## config.mk

```make
export PLATFORM = sky130hd
export DESIGN_NAME = hazard_scoreboard
export DESIGN_NICKNAME = d
export VERILOG_FILES = /design/src/rtl/hazard_scoreboard.sv
export SDC_FILE = /design/constraint.sdc
export NUM_CORES = 1
export LEC_CHECK = 0
export BUFFER_PORTS_ARGS = -buffer_cell sky130_fd_sc_hd__buf_4
export CAP_MARGIN = 20
export CORE_ASPECT_RATIO = 0.75
export CORE_MARGIN = 5
export CORE_UTILIZATION = 53
export DETAILED_ROUTE_END_ITERATION = 10
export PLACE_DENSITY_LB_ADDON = 0.05
export SYNTH_ARGS = -nofsm -noshare
export SYNTH_HDL_FRONTEND = slang
export SYNTH_SLANG_ARGS = --single-unit
```

## constraint.sdc

```tcl
create_clock -name clock -period 2.62 [get_ports clock]
set_input_delay 0.131 -clock clock [delete_from_list [all_inputs] [get_ports clock]]
set_output_delay 0.131 -clock clock [all_outputs]
set_load 0.005 [all_outputs]
```

## src/rtl/hazard_scoreboard.sv

```systemverilog
// Hazard scoreboard: tracks destinations of in-flight instructions across DEPTH
// post-ID stages and derives the load-use stall, forwarding selects and a stall counter.
module hazard_scoreboard #(
  parameter int REG_AW     = 5,
  parameter int DEPTH      = 3,
  parameter int LOAD_STAGE = 2,
  parameter int SEL_W      = 2,
  parameter int CNT_W      = 16
) (
  input  logic              clock,
  input  logic              rst,
  input  logic              id_valid,
  input  logic [REG_AW-1:0] id_rs,
  input  logic [REG_AW-1:0] id_rt,
  input  logic              id_uses_rs,
  input  logic              id_uses_rt,
  input  logic              id_wrt_reg,
  input  logic [REG_AW-1:0] id_wrt_addr,
  input  logic              id_is_load,
  input  logic              flush,
  output logic              stall,
  output logic [SEL_W-1:0]  fwd_a_sel,
  output logic [SEL_W-1:0]  fwd_b_sel,
  output logic [CNT_W-1:0]  stall_cnt
);

  logic [DEPTH:1]    v_q, v_d;
  logic [DEPTH:1]    wr_q, wr_d;
  logic [DEPTH:1]    ld_q, ld_d;
  logic [REG_AW-1:0] addr_q [1:DEPTH];
  logic [REG_AW-1:0] addr_d [1:DEPTH];
  logic [CNT_W-1:0]  stall_cnt_q, stall_cnt_d;

  logic [DEPTH:1]    match_a;
  logic [DEPTH:1]    match_b;
  logic              load_hit;

  // Per-slot source match; register 0 is hard-wired and never produces a hazard.
  always_comb begin
    match_a = {DEPTH{1'b0}};
    match_b = {DEPTH{1'b0}};
    for (int k = 1; k <= DEPTH; k++) begin
      match_a[k] = v_q[k] & wr_q[k] & (addr_q[k] == id_rs) & (id_rs != {REG_AW{1'b0}})
                   & id_uses_rs & id_valid;
      match_b[k] = v_q[k] & wr_q[k] & (addr_q[k] == id_rt) & (id_rt != {REG_AW{1'b0}})
                   & id_uses_rt & id_valid;
    end
  end

  // Forward selects (youngest producer wins, so scan oldest-first and let younger overwrite)
  // and the load-use stall from slots whose load data is not yet available.
  always_comb begin
    fwd_a_sel = {SEL_W{1'b0}};
    fwd_b_sel = {SEL_W{1'b0}};
    load_hit  = 1'b0;
    for (int k = DEPTH; k >= 1; k--) begin
      fwd_a_sel = match_a[k] ? SEL_W'(k) : fwd_a_sel;
      fwd_b_sel = match_b[k] ? SEL_W'(k) : fwd_b_sel;
      load_hit  = load_hit | ((k < LOAD_STAGE) & (match_a[k] | match_b[k]) & ld_q[k]);
    end
    stall = ~flush & load_hit;
  end

  // Next slot contents: shift toward WB; a stalled or flushed ID instruction enters as a bubble.
  always_comb begin
    v_d     = v_q;
    wr_d    = wr_q;
    ld_d    = ld_q;
    addr_d  = addr_q;
    v_d[1]    = id_valid & ~stall & ~flush;
    wr_d[1]   = id_wrt_reg;
    ld_d[1]   = id_is_load;
    addr_d[1] = id_wrt_addr;
    for (int k = 2; k <= DEPTH; k++) begin
      v_d[k]    = v_q[k-1];
      wr_d[k]   = wr_q[k-1];
      ld_d[k]   = ld_q[k-1];
      addr_d[k] = addr_q[k-1];
    end
  end

  // Saturating stall-cycle counter.
  always_comb begin
    if (stall && (stall_cnt_q != {CNT_W{1'b1}})) begin
      stall_cnt_d = stall_cnt_q + {{(CNT_W-1){1'b0}}, 1'b1};
    end else begin
      stall_cnt_d = stall_cnt_q;
    end
  end

  // State registers with synchronous reset.
  always_ff @(posedge clock) begin
    if (rst) begin
      v_q         <= {DEPTH{1'b0}};
      wr_q        <= {DEPTH{1'b0}};
      ld_q        <= {DEPTH{1'b0}};
      stall_cnt_q <= {CNT_W{1'b0}};
      for (int k = 1; k <= DEPTH; k++) begin
        addr_q[k] <= {REG_AW{1'b0}};
      end
    end else begin
      v_q         <= v_d;
      wr_q        <= wr_d;
      ld_q        <= ld_d;
      stall_cnt_q <= stall_cnt_d;
      addr_q      <= addr_d;
    end
  end

  assign stall_cnt = stall_cnt_q;

endmodule

```

==> flow_summary_export.csv <==
group,metric,value,unit
synthesis,ys_ff_latch,38,
synthesis,synthAdderAreaFrac,0.664,%
floorplan,rows,18,
synthesis,synth_edf_count,0,
power,p_sw,274,uW
synthesis,syn_avg_cell_area,9.37,sq um
min_path,min_path_type,"in2reg",
sta,slew_violations,0,
synthesis,synthMuxAreaShare,2.33,%
power,p_total,1.30,mW
detailed_routing,detail_route.wirelength,4.57,mm
cts,clock_tree.buffer_depth,2,
cells_and_area,instances_no_fill,288,
global_route,grt_max_degree,44,
synthesis,netlist.area_leader.share,40.4,%
min_path,hp-start,"id_wrt_addr[0]",
sta,slew_headroom,67.9,%
place,dp.cells,280,
place,dpl-instance-area,0.00224,sq mm
detailed_routing,dr.pass1.iters,4,
detailed_routing,drc_errors,0,
sta,setup-tns-final,0,ps
synthesis,ys.flop_type,"dfxtp_1",
sta,worst_pin_slew,479,ps
detailed_routing,first_iter_violations,198,
detailed_routing,wl_per_cell,15.9,um
power,ir_drop,0.000514,V
floorplan,core_area,0.00336,sq mm
detailed_routing,ant_nets,0,
cells_and_area,fin_area,0.00237,sq mm
synthesis,synth_area,0.00188,sq mm
power,p_per_area,547,mW/mm^2
cells_and_area,fin_nets,271,
cells_and_area,final_layout_size_suffix_gt1_share,24.6,%
worst_setup_path,cp_max_fo,18,
power,power_frac_seq,46.3,%
cts,post_cts_buffers,0,
sta,fin_crit_sh,86.7,%
global_route,grt.overflow.total,0,
worst_setup_path,critPathLaunch,"stall_cnt[0]",
synthesis,synth_top_family_by_area,"simple AND/OR/NAND/NOR gates",
sta,max_freq,440,MHz
synthesis,syn_inst,201,
flow_run,maxCapViolCount,0,
power,intPower,1.03,mW
worst_setup_path,rrSetupSlack,350,ps
cts,path_clk_slew,70,ps
floorplan,ios,44,
cts,cts_sinks,38,
cts,cts_tree,"done",
synthesis,synth_warnings,0,
power,sw_frac_of_total,21.1,%
cts,holdBufCountCts,0,
synthesis,synth_compound_area_share,11.1,%
cells_and_area,nFillCells,260,
synthesis,syn_nets,225,
cells_and_area,fin_util,70.8,%
floorplan,dieArea,0.00486,sq mm
sta,rsz0062_at_grt,"false",
synthesis,async_flop_share,0,%
synthesis,synth-seq-area-share,40.4,%
cells_and_area,syn2layout_area_growth,26.1,%
cts,ctsHtreeMaxLevel,2,
synthesis,synth-simple-area-share,29.0,%
synthesis,ys_top_cells_by_area,"dfxtp_1 40%, xor2_1 13%, nor2b_1 8.0%, a21oi_1 3.2%, nand3_1 2.4%",
worst_setup_path,path_class,"reg2reg",
synthesis,synth_cell_types,41,
floorplan,fp.dieH,61.6,um
detailed_routing,vias_per_cell,5.75,
cts,cts_root_buf,"clkbuf_8",
power,clkPwrFrac,45.3,%
synthesis,synth_xor_area_share,14.9,%
place,numPortBuffers,43,
floorplan,dieWidth,78.8,um
worst_setup_path,cp.required,2800,ps
cells_and_area,diodes,0,
worst_setup_path,start_kind,"flip-flop",
sta,skew,4.82,ps
worst_setup_path,regToRegStartpoint,"stall_cnt[0]",
global_route,grt.total_usage,20.2,%
run_status,run_status,"complete, no violations",
sta,fin_crit,2270,ps
floorplan,start_util,56.1,%
sta,hold_viol,0,
detailed_routing,vias,1655,
global_route,antenna_found_initial,0,
global_route,grt_pass1_vias,1570,
cells_and_area,multi_input_area,0.00109,sq mm
worst_setup_path,arrival,2450,ps
worst_setup_path,worst_setup_path_end_kind,"flip-flop",
place,routabilityCongestion,1.03,
power,power_frac_comb,8.3,%
place,hpwl,3.42,mm
synthesis,synth_top_cell_by_area,"dfxtp_1",
cts,clk_latency,290,ps
sta,setup_viol,0,
cts,numCtsBuffers,5,
global_route,grt_pass1_wl,7.49,mm
cts,post_cts_resized,0,
power,p_leak,1.01,nW
cells_and_area,layout.area.seq,761,sq um
-- cells in the mapped netlist (2+ instances only) --
| cell type | instances |
|---|---|
| and2_1 | 2 |
| o31ai_1 | 2 |
| nor4_1 | 7 |
| nor2_1 | 12 |
| and3_1 | 2 |
| nand2_1 | 10 |
| o21ai_1 | 4 |
| nand4_1 | 5 |
| clkbuf_1 | 4 |
| mux2_1 | 3 |
| and4_4 | 2 |
| nand2b_1 | 3 |
| xnor2_1 | 5 |
| nor2b_1 | 24 |
| nand3_1 | 9 |
| xor2_1 | 27 |
| dfxtp_1 | 38 |
| or4_1 | 3 |
| a21oi_1 | 12 |
| or3_1 | 6 |
-- registers in the layout (all words and copies together), names as in the netlist --
| signal | cells |
|---|---|
| stall_cnt | 16 |
| addr_d | 10 |
| addr_q | 5 |
| v_q | 3 |
| wr_q | 3 |
| ld_q | 1 |
-- logic make-up (layout without fill, tap and decap cells) --
family,count (synthesis),count (layout)
mux,4,4
xor+xnor,32,32
compound gates,29,29
simple gates,91,91
flops,38,38
fa+ha+maj,1,1
buf+inv,6,53
-- worst max-delay path, cell delays in order (launching register included) --
cell     delay, ps
dfxtp_1        360
ha_1           290
nand2_1        200
nor4_1          90
buf_4          160
a21oi_2        200
o21ai_4        180
nor4_1         330
mux2_1         360
-- placed cells by master, fill, tap and decap left out, types with 2 or more instances in the layout --
cell	instances
buf_4	44
dfxtp_1	38
xor2_1	27
nor2b_1	24
nor2_1	12
a21oi_1	12
nand2_1	10
nand3_1	9
nor4_1	7
or3_1	6
xnor2_1	5
nand4_1	5
clkbuf_8	5
o21ai_1	4
nand2b_1	3
or4_1	3
mux2_1	3
and3_1	2
and2_1	2
and4_4	2
o31ai_1	2
bufinv_16	2
-- metrics by stage --
step / setup slack, ps / hold slack [ps]
floorplan: 662 / 247
global placement: 556 / 341
detailed placement: 451 / 349
CTS: 359 / 44.5
global route: 241 / 38.1
finish: 349 / 53.4
-- power by group through the flow --
| stage | Combinational (mW) | Sequential, mW | Clock [mW] |
|---|---|---|---|
| floorplan | 0.0598 | 0.612 | 0 |
| global placement | 0.106 | 0.615 | 0 |
| detailed placement | 0.107 | 0.616 | 0 |
| CTS | 0.108 | 0.602 | 0.598 |
| global route | 0.118 | 0.604 | 0.628 |
| finish | 0.108 | 0.602 | 0.588 |
-- layer usage --
layer,up-vias,track usage [%],share of wire (%)
li1,802,-,-
met1,782,27.8,48
met2,67,30.8,44
met3,4,5.56,7.6
met4,0,7.11,0.63
met5,-,0,0
-- path summary, 6_finish.rpt --
| kind | to | cells past startpoint |
|---|---|---|
| setup reg to reg | stall_cnt[8] | 8 |
| setup / recovery | stall_cnt[8] | 8 |
| hold reg to reg | v_q[1] | 1 |
| hold / removal | addr_d[5] | 2 |
-- layout make-up --
class,instances,area share [%]
clock buffers,5,2.90
repair buffers,44,13.9
multi-input cells,157,46.0
well taps,40,2.11
inverters,1,0.158
clock inverters,3,2.90
flip-flops and latches,38,32.0
No activity file was read; power rests on OpenSTA's default activity.
